File: src/rtl/walk_pkg.sv
// Shared types and helpers for the multi-crossing pedestrian walk request bank.
package walk_pkg;

    typedef enum logic {
        IDLE  = 1'b0,
        OFFER = 1'b1
    } grant_state_t;

    // Index width for a channel number; a single channel still needs one bit.
    function automatic int clog2_min1(input int n);
        return (n <= 2) ? 1 : $clog2(n);
    endfunction

    function automatic int age_sat(input int w);
        return (1 << w) - 1;
    endfunction

endpackage

File: src/rtl/walk_request_bank_rr_pick.sv
// Round-robin finder: first set bit of req at or after ptr, wrapping past the top channel.
module rr_pick #(
    parameter int N  = 4,
    parameter int PW = 2
) (
    input  logic [N-1:0]  req,
    input  logic [PW-1:0] ptr,
    output logic          found,
    output logic [PW-1:0] idx
);

    int j;

    // Scan from the farthest offset down so the nearest hit is the one left standing.
    always_comb begin
        found = 1'b0;
        idx   = '0;
        j     = 0;
        for (int k = N - 1; k >= 0; k--) begin
            j = int'(ptr) + k;
            if (j >= N) begin
                j = j - N;
            end
            if (req[j]) begin
                found = 1'b1;
                idx   = PW'(j);
            end
        end
    end

endmodule

File: src/rtl/walk_request_bank.sv
// Captures button edges on N crossings, ages pending requests, and offers them
// one at a time to the light controller with urgent-first round-robin arbitration.
module walk_request_bank
    import walk_pkg::*;
#(
    parameter  int N_CH       = 4,
    parameter  int AGE_W      = 8,
    parameter  int URGENT_AGE = 60,
    localparam int PW         = clog2_min1(N_CH)
) (
    input  logic            clk,
    input  logic            Reset,
    input  logic [N_CH-1:0] WR_Sync,
    input  logic [N_CH-1:0] WR_Clr,
    input  logic            Tick,
    output logic [N_CH-1:0] WR,
    output logic [N_CH-1:0] WR_Urgent,
    output logic            Grant_Valid,
    output logic [PW-1:0]   Grant_Ch,
    output logic            Grant_Urgent,
    input  logic            Grant_Ack
);

    localparam logic [AGE_W-1:0] AGE_MAX = AGE_W'(age_sat(AGE_W));
    localparam logic [AGE_W-1:0] URG_TH  = AGE_W'(URGENT_AGE);
    localparam logic [PW-1:0]    LAST_CH = PW'(N_CH - 1);

    grant_state_t    state_q;
    logic [PW-1:0]   ptr_q;
    logic [N_CH-1:0] hist_q;
    logic [AGE_W-1:0] age_q [N_CH];
    logic [AGE_W-1:0] age_d [N_CH];

    logic [N_CH-1:0] rise;
    logic [N_CH-1:0] ack_vec;
    logic [N_CH-1:0] kill;
    logic [N_CH-1:0] wr_d;
    logic [N_CH-1:0] urg_d;
    logic [N_CH-1:0] elig_pend;
    logic [N_CH-1:0] elig_urg;
    logic            offer_clr;
    logic            offer_ack;
    logic            urg_found;
    logic            pend_found;
    logic [PW-1:0]   urg_idx;
    logic [PW-1:0]   pend_idx;

    assign rise      = WR_Sync & ~hist_q;
    assign offer_clr = (state_q == OFFER) && WR_Clr[Grant_Ch];
    assign offer_ack = (state_q == OFFER) && Grant_Ack && !offer_clr;

    // A channel being cleared this cycle is not a candidate for the next offer.
    assign elig_pend = WR & ~WR_Clr;
    assign elig_urg  = WR_Urgent & ~WR_Clr;

    rr_pick #(.N(N_CH), .PW(PW)) u_pick_urg (
        .req   (elig_urg),
        .ptr   (ptr_q),
        .found (urg_found),
        .idx   (urg_idx)
    );

    rr_pick #(.N(N_CH), .PW(PW)) u_pick_pend (
        .req   (elig_pend),
        .ptr   (ptr_q),
        .found (pend_found),
        .idx   (pend_idx)
    );

    // Clear beats a new edge; an ack only drops the old request, so a
    // coincident edge re-arms the channel with a fresh age.
    always_comb begin
        ack_vec = '0;
        kill    = '0;
        wr_d    = '0;
        urg_d   = '0;
        for (int i = 0; i < N_CH; i++) begin
            ack_vec[i] = offer_ack && (Grant_Ch == PW'(i));
            kill[i]    = WR_Clr[i] || ack_vec[i];
            wr_d[i]    = !WR_Clr[i] && ((WR[i] && !ack_vec[i]) || rise[i]);
            urg_d[i]   = WR[i] && !kill[i] && (age_q[i] >= URG_TH);
            if (kill[i] || !WR[i]) begin
                age_d[i] = '0;
            end else if (Tick && (age_q[i] != AGE_MAX)) begin
                age_d[i] = age_q[i] + 1'b1;
            end else begin
                age_d[i] = age_q[i];
            end
        end
    end

    always_ff @(posedge clk or posedge Reset) begin
        if (Reset) begin
            hist_q    <= '0;
            WR        <= '0;
            WR_Urgent <= '0;
            for (int i = 0; i < N_CH; i++) begin
                age_q[i] <= '0;
            end
        end else begin
            hist_q    <= WR_Sync;
            WR        <= wr_d;
            WR_Urgent <= urg_d;
            for (int i = 0; i < N_CH; i++) begin
                age_q[i] <= age_d[i];
            end
        end
    end

    // A withdrawn offer leaves the pointer alone; only a real ack advances fairness.
    always_ff @(posedge clk or posedge Reset) begin
        if (Reset) begin
            state_q      <= IDLE;
            Grant_Valid  <= 1'b0;
            Grant_Ch     <= '0;
            Grant_Urgent <= 1'b0;
            ptr_q        <= '0;
        end else begin
            case (state_q)
                IDLE: begin
                    if (urg_found) begin
                        state_q      <= OFFER;
                        Grant_Valid  <= 1'b1;
                        Grant_Ch     <= urg_idx;
                        Grant_Urgent <= 1'b1;
                    end else if (pend_found) begin
                        state_q      <= OFFER;
                        Grant_Valid  <= 1'b1;
                        Grant_Ch     <= pend_idx;
                        Grant_Urgent <= 1'b0;
                    end
                end
                OFFER: begin
                    if (offer_clr) begin
                        state_q     <= IDLE;
                        Grant_Valid <= 1'b0;
                    end else if (offer_ack) begin
                        state_q     <= IDLE;
                        Grant_Valid <= 1'b0;
                        ptr_q       <= (Grant_Ch == LAST_CH) ? '0 : Grant_Ch + 1'b1;
                    end
                end
            endcase
        end
    end

endmodule

File: config.mk
export PLATFORM = sky130hd
export DESIGN_NAME = walk_request_bank
export DESIGN_NICKNAME = d
export VERILOG_FILES = /design/src/rtl/walk_pkg.sv /design/src/rtl/walk_request_bank_rr_pick.sv /design/src/rtl/walk_request_bank.sv
export SDC_FILE = /design/constraint.sdc
export NUM_CORES = 1
export LEC_CHECK = 0
export ABC_AREA = 1
export CELL_PAD_IN_SITES_DETAIL_PLACEMENT = 1
export CELL_PAD_IN_SITES_GLOBAL_PLACEMENT = 2
export CORE_MARGIN = 2
export CORE_UTILIZATION = 25
export CTS_CLUSTER_SIZE = 25
export DETAILED_ROUTE_END_ITERATION = 10
export HOLD_SLACK_MARGIN = 0.1
export PLACE_DENSITY_LB_ADDON = 0.15
export SLEW_MARGIN = 30
export SYNTH_ARGS = -nofsm -noshare
export SYNTH_HDL_FRONTEND = slang
export SYNTH_HIERARCHICAL = 1
export SYNTH_SLANG_ARGS = --single-unit
File: constraint.sdc
create_clock -name clk -period 2.6 [get_ports clk]
set_input_delay 0.78 -clock clk [delete_from_list [all_inputs] [get_ports clk]]
set_output_delay 0.78 -clock clk [all_outputs]
set_load 0.005 [all_outputs]
Word-level counts from Yosys, hierarchy flattened
Cells that the tools add are included.
{ "op_classes": {"n_mux": 69, "n_reduce_logical": 65, "bitwise_logic": 7, "n_lt_le_gt_ge": 13, "eq_ne": 9, "add_sub_neg": 12} }
{ "op_table": {"columns": ["cell", "n"], "rows": [
  ["$lt 32x4->1 const B", 4],
  ["$mux 32", 4],
  ["$ge 32x4->1 const B", 3],
  ["$sub 32x4->32 const B", 3],
  ["$mux 8", 8],
  ["$mux 1", 35],
  ["$add 8x1->8 const B", 4],
  ["$ge 8x6->1 const B", 4],
  ["$ne 8x8->1 const B", 4],
  ["$logic_and 1x1->1", 27],
  ["$mux 2", 11],
  ["$bmux 1 s2", 9],
  ["$logic_not 1->1", 17],
  ["$and 4x4->4", 3],
  ["$logic_or 1x1->1", 12],
  ["$reduce_bool 2->1", 5],
  ["$not 4->4", 2],
  ["$add 2x2->3 const B", 2],
  ["$eq 2x2->1 const B", 2],
  ["$pmux 1 s2", 2],
  ["$reduce_and 2->1", 2],
  ["$sub 2x3->4 const B", 1],
  ["$add 2x1->3 const B", 1],
  ["$ge 2x3->1 const B", 1],
  ["8 further kinds", 9]
]} }
{ "totals": {"output_inout_bits": 12, "regBits": 51} }

Depth between registers and ports, before layout
Gate-level depths: netlist of the first run.
{ "logic_depth": {"ltp_word": 13, "mapped_depth": 15, "depth_no_buf": 15} }

Cells and area by module
Netlist of the first run, hierarchy kept.
{ "modules_own_cells": {"columns": ["mod", "instances", "area_per_inst_um2", "cells_each"], "rows": [
  ["walk_request_bank", 1, 2916.5, 349],
  ["rr_pick", 2, 212.7, 46]
]} }

Least setup slack after synthesis of the first run
No wires, ideal clock.
{ "synth_timing": {"path_kind": "input to register", "start": "in WR_Clr[3]", "end": "reg Grant_Ch[0]", "required_ns": 2.470, "n_path_buf": 0, "setup_time_ns": 0.130, "stages": 11, "arrival_time_ns": 1.934, "setup_slack_ns": 0.536, "cell_sequence": "nor2_1 > inv_1 > nand2_2 > and2_4 > nand2_2 > nand2_2 > clkinv_2 > nand3_1 > nand2_1 > o211ai_1 > o21ai_0"} }
{ "synth_between": {"elab_chain_cells": 11, "word_cells_on_any_way": 47, "classes_between": "42 x mux; 3 x bitwise; 2 x reduce/logical"} }
{ "synth_lines": {"columns": ["element", "line_no", "rtl"], "rows": [
  ["start: declaration", "walk_request_bank.sv:14", "input logic [N_CH-1:0] WR_Clr,"],
  ["$not 4->4 (*)", "walk_request_bank.sv:53", "assign elig_pend = WR & ~WR_Clr;"],
  ["$and 4x4->4 (*)", "walk_request_bank.sv:53", null],
  ["$bmux 1 s2", "walk_request_bank_rr_pick.sv:24", "if (req[j]) begin"],
  ["$mux 1 (not written as such) (2 in a row)", "walk_request_bank_rr_pick.sv:24", null],
  ["$mux 2 (3 in a row)", "walk_request_bank_rr_pick.sv:24", null],
  ["$mux 2 (*)", "walk_request_bank_rr_pick.sv:24", null],
  ["named net pend_idx[0]", "walk_request_bank.sv:46", "logic [PW-1:0] pend_idx;"],
  ["$mux 2 (*)", "walk_request_bank.sv:126", "end else if (pend_found) begin"],
  ["$mux 2 (*)", "walk_request_bank.sv:121", "if (urg_found) begin"],
  ["end signal: assignment", "walk_request_bank.sv:124", "Grant_Ch <= urg_idx;"],
  ["end signal: assignment", "walk_request_bank.sv:129", "Grant_Ch <= pend_idx;"],
  ["end: declaration", "walk_request_bank.sv:19", "output logic [PW-1:0] Grant_Ch,"]
]} }
The timed path passes the listed nets; every way through them passes the cells marked *. The select of a mux whose other input is x is not followed.
A chain may end at the register's enable or synchronous reset.

Worst setup path after layout of the first run
{ "layout_timing": {"start": "in WR_Clr[2]", "end": "reg Grant_Ch[0]"} }
{ "layout_between": {"elab_chain_cells": 11, "word_cells_on_any_way": 47, "classes_between": "42 x mux; 3 x bitwise; 2 x reduce/logical"} }
{ "layout_lines": {"columns": ["element", "line_no", "rtl"], "rows": [
  ["$not 4->4 (*)", "walk_request_bank.sv:53", null],
  ["$and 4x4->4 (*)", "walk_request_bank.sv:53", null],
  ["named net elig_pend[2]", "walk_request_bank.sv:39", "logic [N_CH-1:0] elig_pend;"],
  ["$bmux 1 s2", "walk_request_bank_rr_pick.sv:24", null],
  ["$mux 1 (not written as such) (2 in a row)", "walk_request_bank_rr_pick.sv:24", null],
  ["$mux 1 (3 in a row)", "walk_request_bank_rr_pick.sv:24", null],
  ["$mux 1 (*)", "walk_request_bank_rr_pick.sv:24", null],
  ["named net pend_found", "walk_request_bank.sv:44", "logic pend_found;"],
  ["$reduce_bool 2->1 (no line) (*)", null, null],
  ["$reduce_and 2->1 (no line) (*)", null, null]
]} }
Marks and branches as above.

==> results of run 1 <==
-- worst register-to-register path: stages (launching register included) --
cell	delay, ns
dfrtp_1	0.38
buf_4	0.21
inv_1	0.14
nand2_1	0.09
and2_4	0.15
a21oi_1	0.11
nand2_1	0.10
o21ai_1	0.21
inv_1	0.13
o211ai_1	0.10
o21ai_0	0.11
-- final timing paths --
kind / end / slack (ns) / from
hold / removal: WR[2] / 0.42 / hist_q[2]
hold reg to reg: WR[2] / 0.42 / hist_q[2]
min in group asynchronous: WR_Urgent[2] / 0.84 / Reset
setup reg to reg: Grant_Ch[0] / 0.76 / ptr_q[0]
setup / recovery: Grant_Ch[0] / 0.25 / WR_Clr[2]
max in group asynchronous: WR_Urgent[3] / 1.51 / Reset
-- sequential cells by signal (all words and copies together) (netlist names) --
register	cells
WR_Urgent	4
ptr_q	2
age_q	32
Grant_Valid	1
Grant_Ch	2
hist_q	4
Grant_Urgent	1
WR	4
state_q	1
-- placed cells by master (no fill, tap or decap), types with 4 or more instances in the layout --
cell	n
a21oi_1	9
buf_4	14
clkbuf_16	5
clkdlybuf4s50_1	23
dfrtp_1	51
ha_1	12
inv_1	58
inv_2	7
nand2_1	109
nand2_2	14
nand2_4	8
nand3_1	35
nand3_2	6
nand4_1	19
nor2_1	51
nor2_2	7
nor3_1	4
o21bai_1	8
o31ai_1	5
xor2_1	10
-- power by group through the flow --
stage,logic [uW],registers (uW),clock network [uW]
after detailed placement,1000,968,0
final,996,950,872
after floorplan,702,946,0
after CTS,1010,953,911
after global routing,1140,964,943
after global placement,998,970,0
-- per-stage QoR --
| step | total power, uW | hold WS, ns | utilization (%) | std cells | cell area (um^2) |
|---|---|---|---|---|---|
| after floorplan | 1648 | 0.3988 | - | 441 | 3342 |
| after global placement | 1968 | 0.4055 | 29.50 | 651 | 3876 |
| after detailed placement | 1972 | 0.4137 | 29.50 | 651 | 3876 |
| after CTS | 2877 | 0.4251 | 30.97 | 659 | 4069 |
| after global routing | 3044 | 0.4439 | 30.97 | 659 | 4069 |
| final | 2818 | 0.4211 | 30.97 | 659 | 4069 |
-- cells by family after synthesis --
logic type	after synthesis	synth area share, %
simple gates	262	39.09
xor+xnor	10	2.621
compound gates	34	6.589
fa+ha+maj	12	4.493
buf+inv	72	9.023
flops	51	38.19
-- layer usage --
| metal | GRT usage, % | wire (um) | vias up |
|---|---|---|---|
| li1 | - | - | 1478 |
| met1 | 17.40 | 4283 | 1392 |
| met2 | 22.86 | 4109 | 23 |
| met3 | 2.994 | 218 | 7 |
| met4 | 3.309 | 112 | 0 |
| met5 | 0 | 0 | - |
-- area by class of cell --
class / count / area share (%)
timing repair buffer: 38 / 8.733
clock inverter: 3 / 1.661
tap: 176 / 5.412
inverter: 68 / 6.396
clock buffer: 5 / 3.075
multi-input combinational: 318 / 43.36
sequential: 51 / 31.37
==> out/qor.txt, run 1 <==
Peak supply drop: 0.2570 mV
ANT cells: 0
Hpwl dp: 6558 um
Post-detailed-route wirelength per cell: 13.24 um
Status: completed
Worst path slowest cell: clkdlybuf4s50_1
Setup crit end kind: flop
Sequential element share of the synthesized area: 38.19%
Minimum clock period: 2.348 ns
IO Count: 24
Total Routing Usage GR: 13.47%
Share of layout cells above drive strength 1: 16.15%
Avg Inst Size Synth: 7.578 um^2
Hold Path Depth: 1
CP arrival: 2.53 ns
TritonCTS Buffers: 5
Lkg Pwr: 0.001803 uW
CP Buf/Inv Count: 4
Mapped Cells: 441
Antenna violations before repair: 0
CP Depth: 12
Mapped cell area: 3342 um^2
# H-tree levels: 2
P_sw: 1022 uW
Cell chosen for the clock root: clkbuf_16
Cts repair resizes: 0
Die Area: 14310 um^2
EDFF count, synth: 0
Most frequent cells after synthesis: nand2_1, inv_1, dfrtp_1, nor2_1, nand3_1
Synthesized flop and latch total: 51
Hold Crit Class: reg -> reg
Layout overhead on the synthesized area: 21.75%
RSZ-0062 raised after global routing: no
Filler instances: 1621
Via density: 4.401
Setup violators final: 0
DRT Wirelength: 8723 um
Clock sink total: 51
Clock Latency Late Sink: 0.31 ns
Crit path cell chain: clkdlybuf4s50_1, nor2_1, buf_4, inv_1, nand2_1, and2_4, a21oi_1, nand2_1, o21ai_1, inv_1, o211ai_1, o21ai_0
Synth area leaders: dfrtp_1, nand2_1, inv_1
Total Nets Final: 506
Clock share of power: 31.0%
Sw frac: 36.25%
Netlist cell types: 31
Final WS setup: 0.2518 ns
GR Overflow Total: 0
PwrDens: 692.5 nW/um^2
Max_cap viols: 0
# port buffers: 23
Sequential cell area: 1276 um^2
Clock transition at the registers of the reported paths: 0.08 ns
Floorplan die height: 119.6 um
Syn_nets: 465
CP Max Fanout: 5
Setup repair bufs after CTS: 0
Final hold violation count: 0
Tightest Pin Transition: 0.4553 ns
Number of global-route vias before repair: 3165
FF-to-FF path depth: 10
Clk_skew: 0.01070 ns
Max_slew headroom: 69.64%
Largest net degree at the start of global routing: 52
CP peak stage delay: 0.55 ns
Area leader, netlist: dfrtp_1
Global-route wire length before repair: 15530 um
Initial Util: 25.44%
CP top delay family: buffers and inverters
Gate power share: 35.3%
Die width: 119.6 um
Final routed DRC violation total: 0
Tcrit/Tclk final: 90.32%
Pre-CTS setup slack: -0.1335 ns
Predominant post-synthesis flop cell: dfrtp_1
Clk buf depth: 2
Peak Freq: 425.9 MHz
CP Class: in -> reg
CTS tree: yes
Most frequent cell after synthesis: nand2_1
Critical path required time: 2.78 ns
Gpl congestion: 0.7594
Post-synth top area share: 38.19%
Final slew viol count: 0
Row cnt: 42
Sequential power share: 33.7%
Multi-input gate area: 1764 um^2
Async S/R FF share, synth: 100.0%
Setup total negative slack: 0 ns
Setup crit start kind: primary input
Core ar.: 13140 um^2
First drt pass iteration count: 4
Hold-fix buffers, CTS: 0
Antenna-violating nets left: 0
Total number of vias: 2900
Int Pwr: 1796 uW
Ys Warns: 6
DRT iter0 DRCs: 93
Power figures use the tool's default switching activity.
==> inputs of run 2 (changes only) <==
--- a/config.mk
+++ b/config.mk
@@ -10,6 +10,7 @@
 export CELL_PAD_IN_SITES_GLOBAL_PLACEMENT = 2
 export CORE_MARGIN = 2
 export CORE_UTILIZATION = 25
+export CTS_BUF_LIST = sky130_fd_sc_hd__clkbuf_16
 export CTS_CLUSTER_SIZE = 25
 export DETAILED_ROUTE_END_ITERATION = 10
 export HOLD_SLACK_MARGIN = 0.1
==> results of run 2 <==
No change in the layout: final DEF, timing and power equal those of run 1.
